[src/rtl/eth_pkg.sv]
// Shared Ethernet receive definitions: FSM states, CRC-32 constants and
// the forwarding delay-line beat.
package eth_pkg;

    typedef enum logic [1:0] {
        IDLE,
        PREAMBLE,
        FRAME,
        DROP
    } rx_fcs_state_t;

    localparam logic [31:0] CRC32_POLY    = 32'hEDB88320;
    localparam logic [31:0] CRC32_INIT    = 32'hFFFFFFFF;
    localparam logic [31:0] CRC32_RESIDUE = 32'hDEBB20E3;

    localparam logic [7:0]  ETH_PREAMBLE  = 8'h55;
    localparam logic [7:0]  ETH_SFD       = 8'hD5;

    // The FCS is 4 bytes, so a 4-deep delay line hides exactly the FCS.
    localparam int          FWD_DEPTH     = 4;
    localparam int          LEN_WIDTH     = 11;

    typedef struct packed {
        logic       dv;
        logic [7:0] data;
        logic       tag;
        logic       keep;
    } fwd_beat_t;

endpackage

[src/rtl/crc32_d8.sv]
// Combinational byte-wide step of the reflected CRC-32 (poly 0xEDB88320).
// No init or final inversion here; callers own those.
module crc32_d8
    import eth_pkg::*;
(
    input  logic [31:0] i_crc,
    input  logic [7:0]  i_data,
    output logic [31:0] o_crc
);

    always_comb begin
        logic [31:0] w_acc;
        // NOTE: blocking assignments on purpose; each bit step must see the
        // result of the previous one within the same evaluation.
        w_acc = i_crc ^ {24'h000000, i_data};
        for (int i = 0; i < 8; i++) begin
            w_acc = w_acc[0] ? ((w_acc >> 1) ^ CRC32_POLY) : (w_acc >> 1);
        end
        o_crc = w_acc;
    end

endmodule

[src/rtl/gmii_rx_fcs_check.sv]
// GMII receive frame qualifier: checks preamble/SFD, CRC-32 and length,
// strips the FCS from the forwarded stream and counts good/bad frames.
module gmii_rx_fcs_check
    import eth_pkg::*;
#(
    parameter int MIN_FRAME_BYTES = 64,
    parameter int MAX_FRAME_BYTES = 1518,
    parameter int CNT_WIDTH       = 16
) (
    input  logic                 clk_i,
    input  logic                 rstn_i,
    input  logic                 rx_dv_i,
    input  logic                 rx_er_i,
    input  logic [7:0]           rx_d_i,
    output logic                 rx_dv_o,
    output logic [7:0]           rx_d_o,
    output logic                 frame_done_o,
    output logic                 fcs_ok_o,
    output logic                 len_err_o,
    output logic                 rx_err_o,
    output logic [10:0]          frame_len_o,
    output logic [CNT_WIDTH-1:0] good_cnt_o,
    output logic [CNT_WIDTH-1:0] bad_cnt_o
);

    localparam logic [LEN_WIDTH-1:0] LEN_MIN = LEN_WIDTH'(MIN_FRAME_BYTES);
    localparam logic [LEN_WIDTH-1:0] LEN_MAX = LEN_WIDTH'(MAX_FRAME_BYTES);
    localparam logic [LEN_WIDTH-1:0] LEN_SAT = '1;

    rx_fcs_state_t          r_state;
    logic                   r_dv_prev;
    logic                   r_tag;
    logic [31:0]            r_crc;
    logic [LEN_WIDTH-1:0]   r_len;
    logic                   r_err_acc;
    fwd_beat_t              r_dly [FWD_DEPTH];

    logic                   r_frame_done;
    logic                   r_fcs_ok;
    logic                   r_len_err;
    logic                   r_rx_err;
    logic [LEN_WIDTH-1:0]   r_frame_len;
    logic [CNT_WIDTH-1:0]   r_good_cnt;
    logic [CNT_WIDTH-1:0]   r_bad_cnt;

    logic [31:0]            w_crc_next;
    logic                   w_cur_tag;
    logic                   w_to_drop;
    logic                   w_keep;
    logic [LEN_WIDTH-1:0]   w_len_next;
    logic                   w_err_now;
    logic                   w_len_bad;
    logic                   w_fcs_good;

    crc32_d8 u_crc32_d8 (
        .i_crc  (r_crc),
        .i_data (rx_d_i),
        .o_crc  (w_crc_next)
    );

    // The tag flips in the very cycle dv rises, so a new frame immediately
    // masks the old frame's FCS still sitting in the delay line.
    assign w_cur_tag  = r_tag ^ (rx_dv_i & ~r_dv_prev);
    assign w_keep     = ~(w_to_drop | (r_state == DROP));
    assign w_len_next = (r_len == LEN_SAT) ? r_len : r_len + 1'b1;
    assign w_err_now  = r_err_acc | rx_er_i;
    assign w_len_bad  = (r_len < LEN_MIN) || (r_len > LEN_MAX);
    assign w_fcs_good = (r_crc == CRC32_RESIDUE);

    always_comb begin
        // NOTE: default assigned first so no case path can infer a latch.
        w_to_drop = 1'b0;
        case (r_state)
            IDLE:     w_to_drop = rx_dv_i & (r_dv_prev | (rx_d_i != ETH_PREAMBLE));
            PREAMBLE: w_to_drop = rx_dv_i & (rx_d_i != ETH_PREAMBLE) & (rx_d_i != ETH_SFD);
            default:  w_to_drop = 1'b0;
        endcase
    end

    // NOTE: all state uses non-blocking assignments so every register samples
    // pre-edge values regardless of statement order.
    always_ff @(posedge clk_i) begin
        if (!rstn_i) begin
            r_state      <= IDLE;
            // Treat the line as busy after reset so a frame already in
            // flight is dropped rather than joined in the middle.
            r_dv_prev    <= 1'b1;
            r_tag        <= 1'b0;
            r_crc        <= CRC32_INIT;
            r_len        <= '0;
            r_err_acc    <= 1'b0;
            r_frame_done <= 1'b0;
            r_fcs_ok     <= 1'b0;
            r_len_err    <= 1'b0;
            r_rx_err     <= 1'b0;
            r_frame_len  <= '0;
            r_good_cnt   <= '0;
            r_bad_cnt    <= '0;
        end else begin
            r_dv_prev    <= rx_dv_i;
            r_tag        <= w_cur_tag;
            r_frame_done <= 1'b0;
            case (r_state)
                IDLE: begin
                    if (w_to_drop) begin
                        r_state <= DROP;
                    end else if (rx_dv_i) begin
                        r_state   <= PREAMBLE;
                        r_err_acc <= 1'b0;
                    end
                end
                PREAMBLE: begin
                    r_err_acc <= w_err_now;
                    if (!rx_dv_i) begin
                        r_state <= IDLE;
                    end else if (rx_d_i == ETH_SFD) begin
                        r_state <= FRAME;
                        r_crc   <= CRC32_INIT;
                        r_len   <= '0;
                    end else if (w_to_drop) begin
                        r_state <= DROP;
                    end
                end
                FRAME: begin
                    r_err_acc <= w_err_now;
                    if (rx_dv_i) begin
                        r_crc <= w_crc_next;
                        r_len <= w_len_next;
                    end else begin
                        r_state      <= IDLE;
                        r_frame_done <= 1'b1;
                        r_fcs_ok     <= w_fcs_good;
                        r_len_err    <= w_len_bad;
                        r_rx_err     <= w_err_now;
                        r_frame_len  <= r_len;
                        if (w_fcs_good && !w_len_bad && !w_err_now) begin
                            r_good_cnt <= r_good_cnt + 1'b1;
                        end else begin
                            r_bad_cnt  <= r_bad_cnt + 1'b1;
                        end
                    end
                end
                DROP: begin
                    if (!rx_dv_i) begin
                        r_state <= IDLE;
                    end
                end
                default: r_state <= IDLE;
            endcase
        end
    end

    always_ff @(posedge clk_i) begin
        if (!rstn_i) begin
            // NOTE: this small array is reset like ordinary flops; the
            // forwarding path must start empty after reset.
            for (int i = 0; i < FWD_DEPTH; i++) begin
                r_dly[i] <= '0;
            end
        end else begin
            r_dly[0] <= '{dv: rx_dv_i, data: rx_d_i, tag: w_cur_tag, keep: w_keep};
            for (int i = 1; i < FWD_DEPTH; i++) begin
                r_dly[i] <= r_dly[i-1];
            end
        end
    end

    assign rx_dv_o = r_dly[FWD_DEPTH-1].dv & r_dly[FWD_DEPTH-1].keep & rx_dv_i &
                     (r_dly[FWD_DEPTH-1].tag == w_cur_tag);
    assign rx_d_o  = rx_dv_o ? r_dly[FWD_DEPTH-1].data : 8'h00;

    assign frame_done_o = r_frame_done;
    assign fcs_ok_o     = r_fcs_ok;
    assign len_err_o    = r_len_err;
    assign rx_err_o     = r_rx_err;
    assign frame_len_o  = r_frame_len;
    assign good_cnt_o   = r_good_cnt;
    assign bad_cnt_o    = r_bad_cnt;

endmodule

[config.mk]
export PLATFORM = sky130hd
export DESIGN_NAME = gmii_rx_fcs_check
export DESIGN_NICKNAME = d
export VERILOG_FILES = /design/src/rtl/eth_pkg.sv /design/src/rtl/crc32_d8.sv /design/src/rtl/gmii_rx_fcs_check.sv
export SDC_FILE = /design/constraint.sdc
export NUM_CORES = 1
export LEC_CHECK = 0
export BUFFER_PORTS_ARGS = -buffer_cell sky130_fd_sc_hd__buf_2
export CAP_MARGIN = 20
export CORE_MARGIN = 2
export CORE_UTILIZATION = 60
export CTS_BUF_LIST = sky130_fd_sc_hd__clkbuf_2 sky130_fd_sc_hd__clkbuf_4 sky130_fd_sc_hd__clkbuf_8
export DETAILED_ROUTE_END_ITERATION = 7
export GPL_ROUTABILITY_DRIVEN = 0
export PLACE_DENSITY_LB_ADDON = 0.25
export SLEW_MARGIN = 20
export SYNTH_ARGS = -nofsm -noshare
export SYNTH_HDL_FRONTEND = slang
export SYNTH_SLANG_ARGS = --single-unit
[constraint.sdc]
create_clock -name clk_i -period 2.6 [get_ports clk_i]
set_input_delay 0.13 -clock clk_i [delete_from_list [all_inputs] [get_ports clk_i]]
set_output_delay 0.13 -clock clk_i [all_outputs]
set_load 0.02 [all_outputs]
==> key figures, run 1 <==
Status
  • Run status: completed

Critical path
  • Endpoint kind of the worst setup timing path: flip-flop
  • Maximum single-stage delay on the critical path: 560 ps
  • Critical path type: flip-flop to flip-flop
  • WP data required: 2960 ps
  • Cell family with the largest share of critical-path delay: simple AND/OR/NAND/NOR gates
  • Largest fanout on the critical path: 30
  • Type of element launching the critical path: flip-flop
  • Count of buffer and inverter cells on the critical path: 1
  • Max stage delay cell, worst path: or4b_4
  • Cell-by-cell listing of the critical path: or4b_4 > nor4_4 > o2111ai_2 > buf_4 > or4_1 > a21oi_1
  • Arrival time of data at the critical path endpoint: 2820 ps

Power and ir drop
  • Total power per unit cell area: 753.0 mW/mm²
  • Relative contribution of sequential cells to total power: 0.431
  • Relative contribution of the clock network to total power: 0.352
  • Internal power component: 3702 µW
  • Switching component of the power: 1609 µW
  • Switching part of the total: 0.3029
  • Power share of the combinational group: 0.217
  • Total power of the final layout: 5311 µW
  • Maximum VDD drop: 415.2 µV
  • Leakage power: 0.002718 µW

STA
  • Minimum clock period: 2455 ps
  • Final TNS setup: 0 ps
  • Setup repair after global routing missed its margin: false
  • Relative slew margins: 0.2383
  • Hold Fails Final Rpt: 0
  • Max Slew Vio Count: 0
  • Share of the cycle needed by the critical path after routing: 0.9442
  • Clock skew after layout: 15.67 ps
  • Final Setup Violations: 0
  • Achievable clock frequency: 0.4074 GHz
  • Worst Tran Pin Value: 1138 ps

Finish
  • Fraction of layout instances using a drive strength above 1: 0.1718
  • Number of fill cells: 760
  • Commonest non-fill, non-tap cell in the layout: dfxtp_1
  • Area growth, synth to finish: 16.66%
  • Commonest cells after routing, fill and taps aside: dfxtp_1, a21oi_1, buf_2
  • Count of antenna diodes in the layout: 0
  • Final Net Count: 758

Synthesis
  • Count of flip-flops with a built-in enable after synthesis: 0
  • Number of cells produced by synthesis: 664
  • Mean Syn Cell Area: 9.105 µm²
  • Fraction of the mapped netlist area in compound gates: 0.1347
  • Fraction of the mapped netlist area in simple logic gates: 0.2392
  • Async S/R FF share, synth: 0
  • Cell Area, Synth: 0.006046 mm²
  • Post-synth cell types: 51
  • Number of nets in the synthesized netlist: 684
  • Multiplexer fraction of the synthesized cell area: 0.005381
  • Post-synthesis xor/xnor area fraction: 0.1173
  • Post-synthesis register bit count: 138
  • Dominant combinational cell family by area after synthesis: simple AND/OR/NAND/NOR gates
  • Arithmetic-cell share of the synthesized area counting full adders, half adders and majority gates: 0.01656
  • Most used flip-flop cell after synthesis: dfxtp_1
  • Synth warn: 0
  • Sequential fraction of the synthesis area: 0.4570

Min path
  • Hold WC Path Type: input pin to flip-flop

Route
  • Routed length per instance: 15.39 µm
  • Post-detailed-route via-to-cell ratio: 5.816
  • Drt pass-1 iters: 5
  • Wirelength, routed: 13,610 µm
  • Routed Antenna Nets: 0
  • Via count of the routed design: 5,141
  • DRT iter0 DRCs: 303
  • Remaining routing DRC violations: 0

Clocking
  • Later-pin clock latency in the skew report: 440 ps
  • CTS-repair resized insts: 0
  • TritonCTS clock tree: yes
  • Postcts setup bufs: 0
  • CTS sink count: 138
  • Number of levels in the clock H-tree: 4
  • Largest buffer count on any clock path: 2
  • Clock-pin slew on the worst setup and hold paths: 80 ps
  • Clk Tree Root Cell: clkbuf_8
  • Total clock buffers created by CTS: 17
  • Post-cts hold buffer count: 7

Global route
  • Maximum number of pins on one net before global-route repair: 60
  • Combined global-route utilization of all metal layers: 0.2556
  • Aggregate global routing overflow: 0
  • Number of antenna violations at the first check in global routing: 0
  • Vias in the first global route: 4,943
  • Global-route wire length before repair: 22,870 µm

Placement
  • Count of buffers inserted at the top-level ports: 67
  • Detailed Place HPWL: 8949 µm

Floorplan
  • Number of placement rows: 36
  • Die Outline Area: 0.01090 mm²
  • Vertical die dimension: 104.4 µm
  • Total I/O pin count: 68
  • Core Area: 0.009774 mm²
  • Starting utilization of the core area: 0.6185
  • Die outline width: 104.4 µm

Flow run
  • Number of maximum-capacitance violations: 0
==> state kept, by name (all words and copies together) (netlist names) <==
name,flops
r_dly,44
r_crc,32
bad_cnt_o,16
good_cnt_o,16
frame_len_o,11
r_len,11
r_state,2
fcs_ok_o,1
frame_done_o,1
len_err_o,1
r_dv_prev,1
r_err_acc,1
rx_err_o,1
==> per-stage QoR <==
step / util / hold WS, ps / worst slack, ps / cell area [µm²] / cells
4_1_cts: 0.7216 / 10.40 / 168.5 / 7053 / 884
3_3_place_gp: 0.6705 / 378.2 / 234.8 / 6554 / 845
2_1_floorplan: - / 251.7 / 416.8 / 6046 / 664
3_5_place_dp: 0.6705 / 376.5 / 191.8 / 6554 / 845
6_report: 0.7216 / 30.11 / 145.1 / 7053 / 884
5_1_grt: 0.7216 / 32.42 / 12.79 / 7053 / 884
==> synth_stat cells, types with 2 or more instances <==
cell | number | share of area
dfxtp_1 | 138 | 0.46
a21oi_1 | 68 | 0.056
xnor2_1 | 59 | 0.085
and2_1 | 53 | 0.055
nor2_1 | 50 | 0.031
nand2_1 | 40 | 0.025
clkbuf_1 | 32 | 0.020
o31ai_1 | 24 | 0.030
or4_1 | 22 | 0.027
xor2_1 | 22 | 0.032
nand3_1 | 19 | 0.016
o21ai_0 | 19 | 0.016
nand4_1 | 17 | 0.018
or3_1 | 9 | 0.0093
ha_1 | 8 | 0.017
nor3_1 | 8 | 0.0066
a211o_1 | 7 | 0.010
inv_1 | 7 | 0.0043
buf_2 | 6 | 0.0050
and4_1 | 5 | 0.0072
nor3b_1 | 5 | 0.0062
and3_1 | 4 | 0.0041
a211oi_1 | 3 | 0.0037
nand2b_1 | 3 | 0.0031
a41o_1 | 2 | 0.0033
a41oi_1 | 2 | 0.0029
and3b_1 | 2 | 0.0029
mux2_2 | 2 | 0.0037
nand4b_1 | 2 | 0.0029
nor2b_1 | 2 | 0.0021
nor4_4 | 2 | 0.0070
or2_2 | 2 | 0.0021
or4b_4 | 2 | 0.0046
==> area by class of cell <==
cell class / count / area, µm² / area share
multi-input cells: 480 / 3117 / 0.4419
flip-flops and latches: 138 / 2763 / 0.3917
repair buffers: 93 / 548.0 / 0.07770
clock buffers: 18 / 247.7 / 0.03513
clock inverters: 14 / 181.4 / 0.02572
well taps: 133 / 166.4 / 0.02359
inverters: 8 / 30.03 / 0.004258
==> worst paths after layout <==
check,start,endpoint,slack (ps),depth (start not counted)
max,r_crc[10],good_cnt_o[5],150,6
min reg2reg,r_dly[1][7],r_dly[2][7],430,1
max reg2reg,r_crc[10],good_cnt_o[5],150,6
min,rx_er_i,rx_err_o,30,3
==> metal layers <==
layer	GRT usage	vias to the layer above	routed length, µm
met1	0.3071	2452	5886
met5	0	-	0
met3	0.06140	37	599
met2	0.4267	158	6776
met4	0.1274	0	342
li1	-	2494	-
==> worst register-to-register path: cells and delay by family, from the launching register on <==
family | cells | cell delay [ps]
and+or+nand+nor | 3 | 1470
DFF | 1 | 340
buffers and inverters | 1 | 250
AOI/OAI and AO/OA | 2 | 320
==> kinds of logic (layout without fill, tap and decap cells) <==
logic type	Yosys count	in the layout
AOI/OAI and AO/OA	135	135
buffers and inverters	46	133
muxes	3	3
and+or+nand+nor	253	253
adders and majority gates	8	8
DFF	138	138
xor gates and xnor gates	81	81
==> power groups by stage <==
stage	clock (µW)	combinational (µW)	sequential, µW
final	1870	1150	2290
after global routing	1970	1250	2300
after CTS	1890	1130	2290
after global placement	0	1080	2330
after floorplan	0	836	2330
after detailed placement	0	1110	2340
Note: power is estimated with default switching activity, not from simulation.
==> run 2: changes to the inputs <==
--- a/config.mk
+++ b/config.mk
@@ -12,8 +12,8 @@
 export CTS_BUF_LIST = sky130_fd_sc_hd__clkbuf_2 sky130_fd_sc_hd__clkbuf_4 sky130_fd_sc_hd__clkbuf_8
 export DETAILED_ROUTE_END_ITERATION = 7
 export GPL_ROUTABILITY_DRIVEN = 0
-export PLACE_DENSITY_LB_ADDON = 0.25
-export SLEW_MARGIN = 20
+export PLACE_DENSITY = 0.89
+export SLEW_MARGIN = 10
 export SYNTH_ARGS = -nofsm -noshare
 export SYNTH_HDL_FRONTEND = slang
 export SYNTH_SLANG_ARGS = --single-unit
==> run 2 against run 1 <==
Net effect: via count rose by 2.8%; worst setup slack got worse by 20 ps; register-to-register slack got worse by 20 ps; critical endpoint is now good_cnt_o[11].
==> key figures, run 2 (same netlist as run 1, synthesis figures left out) <==
STA
  • Worst Tran Pin Value: 989.0 ps
  • Clock skew after layout: 12.27 ps
  • Final TNS setup: 0 ps
  • Hold Fails Final Rpt: 0
  • Minimum clock period: 2475 ps
  • Final Setup Violations: 0
  • Setup repair after global routing missed its margin: false
  • Relative slew margins: 0.3397
  • Worst Slack Setup Final: 125.2 ps
  • Max Slew Vio Count: 0
  • Share of the cycle needed by the critical path after routing: 0.9519
  • Achievable clock frequency: 0.4041 GHz

Route
  • Drt pass-1 iters: 6
  • Wirelength, routed: 14,440 µm
  • Post-detailed-route via-to-cell ratio: 5.973
  • Remaining routing DRC violations: 0
  • Routed Antenna Nets: 0
  • Routed length per instance: 16.31 µm
  • DRT iter0 DRCs: 468
  • Via count of the routed design: 5,286

Power and ir drop
  • Relative contribution of the clock network to total power: 0.345
  • Switching component of the power: 1662 µW
  • Leakage power: 0.002703 µW
  • Switching part of the total: 0.3163
  • Power share of the combinational group: 0.218
  • Relative contribution of sequential cells to total power: 0.437
  • Internal power component: 3592 µW
  • Total power per unit cell area: 744.8 mW/mm²
  • Maximum VDD drop: 400.7 µV

Critical path
  • Maximum single-stage delay on the critical path: 550 ps
  • Type of element launching the critical path: flip-flop
  • Max stage delay cell, worst path: or4b_4
  • WP data required: 2950 ps
  • Endpoint kind of the worst setup timing path: flip-flop
  • Cell-by-cell listing of the critical path: or4b_4 > nor4_4 > o2111ai_2 > buf_4 > or4_1 > a21oi_1
  • Largest fanout on the critical path: 30
  • Critical path type: flip-flop to flip-flop
  • Arrival time of data at the critical path endpoint: 2830 ps
  • Cell family with the largest share of critical-path delay: simple AND/OR/NAND/NOR gates
  • Count of buffer and inverter cells on the critical path: 1

Clocking
  • Number of levels in the clock H-tree: 4
  • TritonCTS clock tree: yes
  • Total clock buffers created by CTS: 17
  • Postcts setup bufs: 0
  • Clk Tree Root Cell: clkbuf_8
  • Largest buffer count on any clock path: 2
  • Clock-pin slew on the worst setup and hold paths: 90 ps
  • Later-pin clock latency in the skew report: 440 ps
  • CTS sink count: 138

Global route
  • Global-route wire length before repair: 23,820 µm
  • Maximum number of pins on one net before global-route repair: 56
  • Vias in the first global route: 5,041
  • Number of antenna violations at the first check in global routing: 0
  • Aggregate global routing overflow: 0
  • Combined global-route utilization of all metal layers: 0.2651

Finish
  • Area growth, synth to finish: 16.66%
  • Commonest cells after routing, fill and taps aside: dfxtp_1, a21oi_1, buf_2
  • Count of antenna diodes in the layout: 0
  • Largest registers in the final layout: r_dly: 44 flops, r_crc: 32 flops
  • Flip-flop count of the largest register, all copies and words added: 44
  • Fraction of layout instances using a drive strength above 1: 0.1715
  • Commonest non-fill, non-tap cell in the layout: dfxtp_1
  • Biggest register: r_dly
  • Final Net Count: 759
  • Area of all placed cells without fillers: 0.007053 mm²
  • Layout Cells excl Fill: 885

Placement
  • Count of buffers inserted at the top-level ports: 67
  • Number of cells after detailed placement: 843
  • Setup slack after placement: 180.4 ps
  • Cell Area, Placed: 0.006539 mm²
  • Detailed Place HPWL: 9278 µm

Floorplan
  • Die Outline Area: 0.01090 mm²
  • Vertical die dimension: 104.4 µm
  • Number of placement rows: 36
  • Die outline width: 104.4 µm
  • Total I/O pin count: 68
  • Core Area: 0.009774 mm²
  • Starting utilization of the core area: 0.6185

Status
  • Run status: completed

Flow run
  • Number of maximum-capacitance violations: 0

Min path
  • Hold WC Path Type: input pin to flip-flop
==> run 2: cell count changes in the layout (fill, tap and decap cells not counted), moves of 2 or more <==
cell / before / now
clkinvlp_4: 0 / 3
clkinv_2: 2 / 0
inv_8: 1 / 3
dlygate4sd3_1: 7 / 9
==> run 2: final timing paths <==
kind	from	slack (ps)	end	cells past startpoint
min	rx_d_i[7]	20	r_dly[0][9]	2
max reg2reg	r_crc[10]	130	good_cnt_o[11]	6
min reg2reg	r_dly[1][5]	430	r_dly[2][5]	1
max	r_crc[10]	130	good_cnt_o[11]	6
==> run 2: area by class of cell <==
type | instances | area (µm²)
clock inverters | 15 | 177.7
flip-flops and latches | 138 | 2763
inverters | 8 | 30.03
clock buffers | 17 | 234.0
well taps | 133 | 166.4
repair buffers | 94 | 560.5
multi-input cells | 480 | 3122
fillers | 689 | 2721
==> run 2: metal layers <==
metal	track usage	vias to the layer above	wire length [µm]
met5	0	-	0
met4	0.1120	0	468
met3	0.06015	52	888
met2	0.4566	242	7236
met1	0.3171	2494	5842
li1	-	2498	-
==> run 2: timing repair <==
action / CTS / global route
endpoints found under the hold margin: 9 / 0
resized for setup: 0 / 1
hold buffers: 9 / 0
endpoints found under the setup margin: 0 / 7
==> run 2: power groups by stage <==
| stage | combinational (µW) | sequential (µW) | clock, µW |
|---|---|---|---|
| floorplan | 836 | 2330 | 0 |
| global placement | 1060 | 2330 | 0 |
| detailed placement | 1080 | 2340 | 0 |
| CTS | 1120 | 2290 | 1820 |
| global route | 1240 | 2310 | 1920 |
| finish | 1150 | 2300 | 1810 |
==> run 2: stage by stage <==
step / hold slack, ps / util / power, µW
after global routing: 18.42 / 0.7216 / 5467
after global placement: 383.7 / 0.6690 / 3386
after floorplan: 251.7 / - / 3162
final: 20.46 / 0.7216 / 5253
after detailed placement: 378.9 / 0.6690 / 3421
after CTS: 7.473 / 0.7203 / 5236
==> run 3: changes to the inputs <==
--- a/config.mk
+++ b/config.mk
@@ -7,12 +7,15 @@
 export LEC_CHECK = 0
 export BUFFER_PORTS_ARGS = -buffer_cell sky130_fd_sc_hd__buf_2
 export CAP_MARGIN = 20
+export CORE_ASPECT_RATIO = 1.1
 export CORE_MARGIN = 2
 export CORE_UTILIZATION = 60
 export CTS_BUF_LIST = sky130_fd_sc_hd__clkbuf_2 sky130_fd_sc_hd__clkbuf_4 sky130_fd_sc_hd__clkbuf_8
 export DETAILED_ROUTE_END_ITERATION = 7
 export GPL_ROUTABILITY_DRIVEN = 0
+export HOLD_SLACK_MARGIN = 0.02
 export PLACE_DENSITY = 0.89
+export RECOVER_POWER = 25
 export SLEW_MARGIN = 10
 export SYNTH_ARGS = -nofsm -noshare
 export SYNTH_HDL_FRONTEND = slang
==> run 3 against run 2 <==
Net effect: power rose by 0.75%; final area up 0.46%; critical endpoint is now good_cnt_o[5]; worst setup slack got worse by 25 ps.
==> key figures, run 3 (same netlist as run 1, synthesis figures left out) <==
Status
  • Run status: completed

STA
  • Share of the cycle needed by the critical path after routing: 0.9614
  • Clock skew after layout: 7.877 ps
  • Worst Slack Setup Final: 100.4 ps
  • Achievable clock frequency: 0.4001 GHz
  • Hold Fails Final Rpt: 0
  • Setup repair after global routing missed its margin: false
  • Final Setup Violations: 0
  • Relative slew margins: 0.3382
  • Max Slew Vio Count: 0
  • Minimum clock period: 2500 ps
  • Worst Tran Pin Value: 991.2 ps
  • Final TNS setup: 0 ps

Critical path
  • WP data required: 2970 ps
  • Critical path type: flip-flop to flip-flop
  • Arrival time of data at the critical path endpoint: 2870 ps
  • Type of element launching the critical path: flip-flop
  • Largest fanout on the critical path: 15
  • Crit path launch: r_crc[10]
  • Endpoint kind of the worst setup timing path: flip-flop
  • RR Startpoint: r_crc[10]

Finish
  • Footprint of the flip-flops and latches: 0.002763 mm²
  • Fraction of layout instances using a drive strength above 1: 0.1605
  • Number of fill cells: 688
  • Core Util, Final: 0.7199
  • Commonest non-fill, non-tap cell in the layout: dfxtp_1
  • Commonest cells after routing, fill and taps aside: dfxtp_1, a21oi_1, xnor2_1
  • Biggest register: r_dly
  • Area growth, synth to finish: 17.20%
  • Count of antenna diodes in the layout: 0
  • Final Net Count: 761
  • Largest registers in the final layout: r_dly: 44 flops, r_crc: 32 flops
  • Area of the multi-input gates: 0.003137 mm²
  • Flip-flop count of the largest register, all copies and words added: 44

Min path
  • Min-delay src: rx_dv_i
  • Hold WC Path Type: input pin to flip-flop

Global route
  • Highest-utilization routing layer at the global route stage: met2
  • Aggregate global routing overflow: 0
  • Met3 track demand over resource in global routing: 0.07244
  • Number of antenna violations at the first check in global routing: 1
  • Global-route wire length before repair: 23,760 µm
  • Global-route met2 utilization: 0.4792
  • Met1 GRT Util: 0.3107
  • Combined global-route utilization of all metal layers: 0.2756
  • Vias in the first global route: 5,066
  • Maximum number of pins on one net before global-route repair: 61

Floorplan
  • Starting utilization of the core area: 0.6143
  • Die outline width: 99.71 µm
  • Number of placement rows: 38
  • Vertical die dimension: 109.3 µm
  • Total I/O pin count: 68
  • Die Outline Area: 0.01090 mm²
  • Core Area: 0.009842 mm²

Route
  • Post-detailed-route via-to-cell ratio: 6.157
  • Remaining routing DRC violations: 0
  • Routed Antenna Nets: 0
  • Routed length per instance: 17.18 µm
  • Wirelength, routed: 15,010 µm
  • DRT iter0 DRCs: 453
  • Drt pass-1 iters: 5
  • Via count of the routed design: 5,381

Power and ir drop
  • Leakage power: 0.002685 µW
  • Total power per unit cell area: 747.0 mW/mm²
  • Maximum VDD drop: 743.4 µV

Clocking
  • CTS sink count: 138
  • TritonCTS clock tree: yes
  • Later-pin clock latency in the skew report: 450 ps
  • Total clock buffers created by CTS: 17
  • Clk Tree Root Cell: clkbuf_8
  • Largest buffer count on any clock path: 2
  • Number of levels in the clock H-tree: 4
  • Clock-pin slew on the worst setup and hold paths: 90 ps

Flow run
  • Number of maximum-capacitance violations: 0

Placement
  • Count of buffers inserted at the top-level ports: 67
  • Detailed Place HPWL: 9370 µm
  • Setup slack after placement: 152.0 ps
[run 3: cell types whose count changed in the layout (fill, tap and decap cells not counted), sizes merged]
cell and change:
buf -11, clkbuf +13, clkinv +2, clkinvlp -2
[run 3: layout make-up]
class / instances / area share
Inverter: 8 / 0.004238
Multi-Input combinational cell: 480 / 0.4427
Clock buffer: 17 / 0.03302
Tap cell: 120 / 0.02119
Clock inverter: 15 / 0.02560
Sequential cell: 138 / 0.3899
Timing Repair Buffer: 96 / 0.08335
[run 3: per-layer routing]
metal / part of all wire / routed length (µm)
met5: 0.00087 / 13
met4: 0.041 / 618
met3: 0.061 / 912
met2: 0.50 / 7573
met1: 0.39 / 5895
[run 3: repair_timing]
item                       in CTS  in global routing
hold buffers                    9                  0
hold endpoints to repair        9                  0
gates resized for setup         0                  7
setup endpoints to repair       0                 20
setup buffers                   0                  2
[run 3: where the power goes]
part	internal (µW)	switching, µW	leakage, µW
Clock	896	930	0.000211
Sequential	2210	88.3	0.00112
Combinational	489	677	0.00135
[run 3: final timing paths]
path                                 endpoint  slack (ps)  cells past startpoint
worst min register to register    r_dly[1][0]         440                      1
worst max-delay path            good_cnt_o[5]         100                      6
worst max register to register  good_cnt_o[5]         100                      6
worst min-delay path             r_dly[0][10]          60                      2
[run 3: per-stage QoR]
step / std cells / area [µm²] / hold slack [ps] / power [µW]
after floorplan: 664 / 6046 / 251.7 / 3162
after global placement: 830 / 6523 / 375.4 / 3381
after detailed placement: 830 / 6523 / 383.7 / 3445
after CTS: 871 / 7028 / 23.62 / 5272
after global routing: 874 / 7086 / 53.20 / 5508
final: 874 / 7086 / 63.47 / 5293
[run 3: worst max-delay path, cell delays in order, from the launching register on]
cell and delay, ps:
dfxtp_1 350, or4b_4 570, nor4_4 440, o2111ai_4 220
buf_12 190, or4_1 500, a21oi_1 160
